File: config.mk
export PLATFORM = sky130hd
export DESIGN_NAME = mem_port_arbiter_flat
export DESIGN_NICKNAME = d
export VERILOG_FILES = /design/src/rtl/mem_port_arbiter_if.sv /design/src/rtl/mem_port_arbiter.sv /design/src/flat_wrapper.sv
export SDC_FILE = /design/constraint.sdc
export NUM_CORES = 1
export LEC_CHECK = 0
export ABC_AREA = 1
export ABC_CLOCK_PERIOD_IN_PS = 3760
export CORE_AREA = 2 2 239 241
export DETAILED_ROUTE_END_ITERATION = 10
export DIE_AREA = 0 0 241 243
export PLACE_DENSITY_LB_ADDON = 0.25
export SETUP_SLACK_MARGIN = 0.3
export SYNTH_ARGS = -nofsm -noshare
export SYNTH_HDL_FRONTEND = slang
export SYNTH_SLANG_ARGS = --single-unit
export TNS_END_PERCENT = 10
File: constraint.sdc
create_clock -name clk_i -period 3.76 [get_ports clk_i]
set_input_delay 0.752 -clock clk_i [delete_from_list [all_inputs] [get_ports clk_i]]
set_output_delay 0.752 -clock clk_i [all_outputs]
set_load 0.01 [all_outputs]
File: src/rtl/mem_port_arbiter_if.sv
// Signal bundle between the two masters, the arbiter and the single-port memory.
// slave = arbiter side, master = the environment driving requests and the memory.
interface mem_port_arbiter_if #(
    parameter int unsigned DATA_WIDTH = 64
);
    localparam int unsigned BEW = DATA_WIDTH / 8;

    // Per-port request handshake: a request transfers in the cycle where
    // req_valid_i[p] & req_ready_o[p]; a response transfers when
    // resp_valid_o[p] & resp_ready_i[p]. Valid must not depend on ready.
    logic [1:0]                 req_valid_i;
    logic [1:0]                 req_ready_o;
    logic [1:0][63:0]           req_addr_i;
    logic [1:0]                 req_we_i;
    logic [1:0][BEW-1:0]        req_be_i;
    logic [1:0][DATA_WIDTH-1:0] req_wdata_i;
    logic [1:0]                 resp_valid_o;
    logic [1:0]                 resp_ready_i;
    logic [1:0][DATA_WIDTH-1:0] resp_rdata_o;
    logic [1:0]                 resp_err_o;
    logic                       mem_req_o;
    logic [63:0]                mem_addr_o;
    logic                       mem_we_o;
    logic [BEW-1:0]             mem_be_o;
    logic [DATA_WIDTH-1:0]      mem_wdata_o;
    logic                       mem_rvalid_i;
    logic [DATA_WIDTH-1:0]      mem_rdata_i;

    modport slave (
        input  req_valid_i, req_addr_i, req_we_i, req_be_i, req_wdata_i,
        input  resp_ready_i, mem_rvalid_i, mem_rdata_i,
        output req_ready_o, resp_valid_o, resp_rdata_o, resp_err_o,
        output mem_req_o, mem_addr_o, mem_we_o, mem_be_o, mem_wdata_o
    );

    modport master (
        output req_valid_i, req_addr_i, req_we_i, req_be_i, req_wdata_i,
        output resp_ready_i, mem_rvalid_i, mem_rdata_i,
        input  req_ready_o, resp_valid_o, resp_rdata_o, resp_err_o,
        input  mem_req_o, mem_addr_o, mem_we_o, mem_be_o, mem_wdata_o
    );
endinterface

File: src/rtl/mem_port_arbiter.sv
// Two-port round-robin arbiter in front of the single-port core memory, with a
// response FIFO per port. Optional MISALIGN_ERR_EN rejects unaligned requests.
module mem_port_arbiter #(
    parameter int unsigned DATA_WIDTH = 64,
    parameter int unsigned RESP_DEPTH = 2
) (
    input logic               clk_i,
    input logic               rst_ni,
    mem_port_arbiter_if.slave bus
);
    localparam int unsigned PW = (RESP_DEPTH > 1) ? $clog2(RESP_DEPTH) : 1;
    localparam int unsigned CW = $clog2(RESP_DEPTH + 1);
`ifdef MISALIGN_ERR_EN
    localparam int unsigned OFFW = $clog2(DATA_WIDTH / 8);
`endif

    logic rr_q, rr_d;
    logic infl_v_q, infl_v_d;
    logic infl_id_q, infl_id_d;
    logic infl_err_q, infl_err_d;

    logic [DATA_WIDTH-1:0] data_q [2][RESP_DEPTH];
    logic [DATA_WIDTH-1:0] data_d [2][RESP_DEPTH];
    logic [RESP_DEPTH-1:0] err_q  [2];
    logic [RESP_DEPTH-1:0] err_d  [2];
    logic [PW-1:0]         wptr_q [2];
    logic [PW-1:0]         wptr_d [2];
    logic [PW-1:0]         rptr_q [2];
    logic [PW-1:0]         rptr_d [2];
    logic [CW-1:0]         cnt_q  [2];
    logic [CW-1:0]         cnt_d  [2];

    logic [1:0] resp_valid, pop, infl, elig, cand, grant, push;
    logic [CW:0] occ [2];
    logic        gid, any_grant, misalign;

    function automatic logic [PW-1:0] ptr_inc(input logic [PW-1:0] p);
        return (p == PW'(RESP_DEPTH - 1)) ? '0 : p + PW'(1);
    endfunction

    // A port is eligible only if its buffered + in-flight responses, after
    // this cycle's pop, leave room for one more; this makes overflow impossible.
    always_comb begin
        resp_valid = '0;
        pop        = '0;
        infl       = '0;
        elig       = '0;
        for (int p = 0; p < 2; p++) begin
            occ[p]        = '0;
            resp_valid[p] = (cnt_q[p] != '0);
            pop[p]        = resp_valid[p] & bus.resp_ready_i[p];
            infl[p]       = infl_v_q && (infl_id_q == 1'(p));
            occ[p]        = {1'b0, cnt_q[p]} - (CW+1)'(pop[p]) + (CW+1)'(infl[p]);
            elig[p]       = (occ[p] < (CW+1)'(RESP_DEPTH));
        end
        cand = bus.req_valid_i & elig;
        case (cand)
            2'b01:   gid = 1'b0;
            2'b10:   gid = 1'b1;
            default: gid = rr_q;
        endcase
        any_grant = |cand;
        grant     = any_grant ? (gid ? 2'b10 : 2'b01) : 2'b00;
    end

    always_comb begin
`ifdef MISALIGN_ERR_EN
        misalign = |bus.req_addr_i[gid][OFFW-1:0];
`else
        misalign = 1'b0;
`endif
        bus.req_ready_o = grant;
        bus.mem_req_o   = any_grant & ~misalign;
        bus.mem_addr_o  = bus.req_addr_i[gid];
        bus.mem_we_o    = bus.req_we_i[gid];
        bus.mem_be_o    = bus.req_be_i[gid];
        bus.mem_wdata_o = bus.req_wdata_i[gid];
    end

    // FIFO head is read straight from the storage flops: no fall-through path.
    always_comb begin
        bus.resp_valid_o = resp_valid;
        bus.resp_rdata_o = '0;
        bus.resp_err_o   = '0;
        for (int p = 0; p < 2; p++) begin
            bus.resp_rdata_o[p] = data_q[p][rptr_q[p]];
            bus.resp_err_o[p]   = err_q[p][rptr_q[p]];
        end
    end

    always_comb begin
        rr_d       = rr_q;
        infl_v_d   = any_grant;
        infl_id_d  = infl_id_q;
        infl_err_d = any_grant & misalign;
        if (any_grant) begin
            rr_d      = ~gid;
            infl_id_d = gid;
        end

        data_d = data_q;
        err_d  = err_q;
        wptr_d = wptr_q;
        rptr_d = rptr_q;
        cnt_d  = cnt_q;
        push   = '0;
        for (int p = 0; p < 2; p++) begin
            // A rejected request completes by itself; a forwarded one waits for rvalid.
            push[p] = infl_v_q && (infl_id_q == 1'(p)) && (infl_err_q || bus.mem_rvalid_i);
            if (push[p]) begin
                data_d[p][wptr_q[p]] = infl_err_q ? '0 : bus.mem_rdata_i;
                err_d[p][wptr_q[p]]  = infl_err_q;
                wptr_d[p]            = ptr_inc(wptr_q[p]);
            end
            if (pop[p]) begin
                rptr_d[p] = ptr_inc(rptr_q[p]);
            end
            cnt_d[p] = cnt_q[p] + CW'(push[p]) - CW'(pop[p]);
        end
    end

    always_ff @(posedge clk_i or negedge rst_ni) begin
        if (!rst_ni) begin
            rr_q       <= 1'b0;
            infl_v_q   <= 1'b0;
            infl_id_q  <= 1'b0;
            infl_err_q <= 1'b0;
            data_q     <= '{default: '0};
            err_q      <= '{default: '0};
            wptr_q     <= '{default: '0};
            rptr_q     <= '{default: '0};
            cnt_q      <= '{default: '0};
        end else begin
            rr_q       <= rr_d;
            infl_v_q   <= infl_v_d;
            infl_id_q  <= infl_id_d;
            infl_err_q <= infl_err_d;
            data_q     <= data_d;
            err_q      <= err_d;
            wptr_q     <= wptr_d;
            rptr_q     <= rptr_d;
            cnt_q      <= cnt_d;
        end
    end
endmodule
File: src/flat_wrapper.sv
// flat-port wrapper written by rule: the top's interface ports become plain ports
module mem_port_arbiter_flat 
#(
    parameter int unsigned DATA_WIDTH = 64,
    parameter int unsigned RESP_DEPTH = 2
)
  (clk_i, rst_ni, bus_req_valid_i, bus_req_addr_i, bus_req_we_i, bus_req_be_i, bus_req_wdata_i, bus_resp_ready_i, bus_mem_rvalid_i, bus_mem_rdata_i, bus_req_ready_o, bus_resp_valid_o, bus_resp_rdata_o, bus_resp_err_o, bus_mem_req_o, bus_mem_addr_o, bus_mem_we_o, bus_mem_be_o, bus_mem_wdata_o);
  mem_port_arbiter_if #(.DATA_WIDTH(DATA_WIDTH)) bus_i ();
  input logic clk_i;
  input logic rst_ni;
  input wire logic [$bits(bus_i.req_valid_i)-1:0] bus_req_valid_i;
  input wire logic [$bits(bus_i.req_addr_i)-1:0] bus_req_addr_i;
  input wire logic [$bits(bus_i.req_we_i)-1:0] bus_req_we_i;
  input wire logic [$bits(bus_i.req_be_i)-1:0] bus_req_be_i;
  input wire logic [$bits(bus_i.req_wdata_i)-1:0] bus_req_wdata_i;
  input wire logic [$bits(bus_i.resp_ready_i)-1:0] bus_resp_ready_i;
  input wire logic [$bits(bus_i.mem_rvalid_i)-1:0] bus_mem_rvalid_i;
  input wire logic [$bits(bus_i.mem_rdata_i)-1:0] bus_mem_rdata_i;
  output wire logic [$bits(bus_i.req_ready_o)-1:0] bus_req_ready_o;
  output wire logic [$bits(bus_i.resp_valid_o)-1:0] bus_resp_valid_o;
  output wire logic [$bits(bus_i.resp_rdata_o)-1:0] bus_resp_rdata_o;
  output wire logic [$bits(bus_i.resp_err_o)-1:0] bus_resp_err_o;
  output wire logic [$bits(bus_i.mem_req_o)-1:0] bus_mem_req_o;
  output wire logic [$bits(bus_i.mem_addr_o)-1:0] bus_mem_addr_o;
  output wire logic [$bits(bus_i.mem_we_o)-1:0] bus_mem_we_o;
  output wire logic [$bits(bus_i.mem_be_o)-1:0] bus_mem_be_o;
  output wire logic [$bits(bus_i.mem_wdata_o)-1:0] bus_mem_wdata_o;
  assign bus_i.req_valid_i = bus_req_valid_i;
  assign bus_i.req_addr_i = bus_req_addr_i;
  assign bus_i.req_we_i = bus_req_we_i;
  assign bus_i.req_be_i = bus_req_be_i;
  assign bus_i.req_wdata_i = bus_req_wdata_i;
  assign bus_i.resp_ready_i = bus_resp_ready_i;
  assign bus_i.mem_rvalid_i = bus_mem_rvalid_i;
  assign bus_i.mem_rdata_i = bus_mem_rdata_i;
  assign bus_req_ready_o = bus_i.req_ready_o;
  assign bus_resp_valid_o = bus_i.resp_valid_o;
  assign bus_resp_rdata_o = bus_i.resp_rdata_o;
  assign bus_resp_err_o = bus_i.resp_err_o;
  assign bus_mem_req_o = bus_i.mem_req_o;
  assign bus_mem_addr_o = bus_i.mem_addr_o;
  assign bus_mem_we_o = bus_i.mem_we_o;
  assign bus_mem_be_o = bus_i.mem_be_o;
  assign bus_mem_wdata_o = bus_i.mem_wdata_o;
  mem_port_arbiter #(.DATA_WIDTH(DATA_WIDTH), .RESP_DEPTH(RESP_DEPTH)) u_core (.clk_i(clk_i), .rst_ni(rst_ni), .bus(bus_i));
endmodule
==> impl_metrics.py <==
metrics = {
    "setup_path": {
        "crit_path_max_fanout": 2,
        "r2r_slack_ns": -0.78,
        "slowest_delay_ns": 0.38,
        "worstSetupStartpointType": "flip-flop",
        "crit_arrival_ns": 5.01,
        "cp_slowest_cell": "dfrtp_1",
        "crit_path_frequent_cell": "buf_6",
        "worstSetupEndpointType": "flip-flop",
        "worstPathRequired_ns": 4.23,
        "criticalPathCategory": "flip-flop to flip-flop",
    },
    "cts": {
        "htreeDepth": 1,
        "clockBufferDepth": 3,
        "clkLatencyLatePin_ns": 0.58,
        "clk_pin_slew_ns": 0.06,
        "cts_tree": "built",
        "clock_sinks": 271,
        "numCtsBuffers": 30,
        "hold_buffers": 0,
        "cts-root-buf": "clkbuf_16",
    },
    "timing": {
        "grt_setup_unrepaired": "true",
        "report.final.slew_viol_count": 0,
        "final_hold_viol_count": 0,
        "slew-limit-headroom": 0.288,
        "fin_crit_sh": 1.21,
        "clock_skew_ns": 0.0174,
        "fin_crit_ns": 4.54,
        "fmax_mhz": 220,
        "setup_violations": 140,
        "setup_ws_ns": -0.780,
        "worst_slew_pin_slew_ns": 1.07,
    },
    "routing": {
        "wl_per_cell_um": 23.0,
        "postRouteAntennaNets": 0,
        "route.detailed.drc": 0,
        "via_count": 16900,
        "wirelength_mm": 81.4,
        "viasPerCell": 4.78,
        "dr.pass1.iters": 7,
        "drt_first_iter_violations": 1416,
    },
    "floorplanning": {
        "ioPinCount": 617,
        "row_count": 87,
        "core_sq_um": 56000,
        "die_area_sq_um": 58600,
        "initial_core_util": 0.256,
        "die_h_um": 243,
        "die_w_um": 241,
    },
    "synthesis": {
        "synth_xor_area_frac": 0.00183,
        "synth-compound-area-share": 0.00218,
        "synth-simple-area-share": 0.456,
        "synth_top_area_frac": 0.473,
        "synth_warnings": 0,
        "synth_top_family_by_area": "simple AND/OR/NAND/NOR gates",
        "muxShareOfSynthArea": 0,
        "synthCells": 2082,
        "synth_fp_nets": 2438,
        "ys_seq_area_frac": 0.473,
        "yosys.area_share.adder": 0.0106,
        "synth-seq-cells": 271,
        "yosysUniqueCellTypes": 18,
        "synth.area.top_cells": "dfrtp_1 (47%), nand2_1 (35%), nand4_1 (5.7%)",
        "syn-cell-area_sq_um": 14300,
        "syn_avg_cell_area_sq_um": 6.89,
        "synth_top_cell_by_area": "dfrtp_1",
    },
    "hold_path": {
        "hold_class": "input pin to async pin",
    },
    "place": {
        "gp_congestion": 0.939,
        "portBuffers": 616,
        "dp_hpwl_mm": 57.5,
        "place_ws_ns": -1.32,
    },
    "pwr": {
        "peakVddDrop_mv": 0.575,
        "power_density_nw_per_um2": 1040,
        "total_power_mw": 25.3,
        "p_leak_nw": 12.5,
    },
    "layout": {
        "drive_above_1_share": 0.189,
        "finalNetCount": 3087,
        "syn_to_final_growth_pct": 69.5,
        "fillers": 5627,
    },
    "global_route": {
        "grt_first_pass_wirelength_mm": 113,
        "grt_overflow_total": 0,
        "antenna_found_initial": 43,
        "grt_usage": 0.263,
        "grt_pass1_vias": 16300,
        "grt_max_degree": 109,
    },
    "run_status": {
        "violations": "negative setup slack",
        "status": "finished, violations left",
    },
    "flow_run": {
        "cap_violations": 0,
    },
}
sequential cells by signal (all words and copies together) (netlist names):
signal	cells
u_core.cnt_q	4
u_core.data_q	256
u_core.err_q	4
u_core.infl_id_q	1
u_core.infl_v_q	1
u_core.rptr_q	2
u_core.rr_q	1
u_core.wptr_q	2
path summary, 6_finish.rpt:
kind	from	endpoint	cells past startpoint
worst min register to register	u_core.data_q[252]	u_core.data_q[252]	2
worst max register to register	u_core.cnt_q[2]	u_core.rptr_q[1]	39
worst min-delay path	rst_ni	u_core.data_q[44]	1
max in group asynchronous	rst_ni	u_core.err_q[0]	2
min in group clk_i	u_core.data_q[252]	u_core.data_q[252]	2
worst max-delay path	u_core.cnt_q[2]	u_core.rptr_q[1]	39
where the power goes:
part | leakage (nW) | switching [mW] | internal [mW]
Combinational | 8.58 | 9.21 | 8.13
Clock | 0.493 | 1.23 | 1.76
Sequential | 3.44 | 0.733 | 4.23
Total | 12.5 | 11.2 | 14.1
cells in the mapped netlist:
master and instances:
a31oi_1 1, inv_1 26, clkbuf_1 69, xor2_1 2
xnor2_1 1, dfrtp_1 271, fa_1 2, buf_2 63
o21ai_0 3, buf_1 17, nor2_1 9, nand4_1 130
buf_4 10, nor2_2 2, nand3_1 140, a21oi_1 2
ha_1 9, nand2_1 1325
through the flow:
stage	std cells	util	hold slack (ns)	instance area [sq um]	setup TNS [ns]
6_report	3533	0.434	0.234	24300	-89.85
2_1_floorplan	2082	-	0.436	14600	0
4_1_cts	3486	0.421	0.292	23600	-74.83
5_1_grt	3528	0.434	0.317	24300	-110.02
3_3_place_gp	3372	0.389	0.452	21800	-159.91
3_5_place_dp	3372	0.389	0.458	21800	-160.51
cells in the final DEF (no fill, tap or decap), types with 7 or more instances in the layout:
cell,netlist,layout
buf_12,0,28
buf_16,0,8
buf_2,63,65
buf_4,10,73
buf_6,0,91
bufbuf_16,0,7
clkbuf_16,0,38
clkbuf_2,0,16
clkbuf_8,0,8
clkdlybuf4s50_1,0,472
clkinv_2,0,7
dfrtp_1,271,268
diode_2,0,24
inv_1,26,14
inv_2,0,7
nand2_1,1325,1207
nand2_2,0,101
nand2_4,0,13
nand3_1,140,116
nand3_2,0,23
nand4_1,130,130
worst max-delay path: cells and delay by family (launching register included):
family                 cells  cell delay [ns]
buffers and inverters     35             3.81
and+or+nand+nor            4             0.25
DFF                        1             0.38
kinds of logic after synthesis:
kind of cell	after synthesis
flops	271
simple gates	1606
xor+xnor	3
compound gates	6
buf+inv	185
fa+ha+maj	11
per-layer routing:
layer,share of wire,vias to the layer above,track usage
met2,0.49,737,0.430
met1,0.39,8140,0.319
met4,0.039,16,0.126
met5,0.0013,-,0
met3,0.083,132,0.0702
li1,-,7864,-
final cells by class:
| type | instances | area, sq um | area share |
|---|---|---|---|
| repair buffers | 776 | 8010 | 0.330 |
| multi-input cells | 1626 | 7390 | 0.304 |
| flip-flops and latches | 271 | 6790 | 0.279 |
| well taps | 756 | 946 | 0.0389 |
| clock buffers | 44 | 883 | 0.0364 |
| clock inverters | 10 | 114 | 0.00469 |
| inverters | 26 | 109 | 0.00448 |
| diodes | 24 | 60.1 | 0.00247 |
what timing repair did:
action,4_1_cts,5_1_grt
buffers inserted,49,13
gates resized for setup,531,247
gates cloned,11,10
pin swaps,18,31
setup endpoints to repair,140,143
Power figures use the tool's default switching activity.
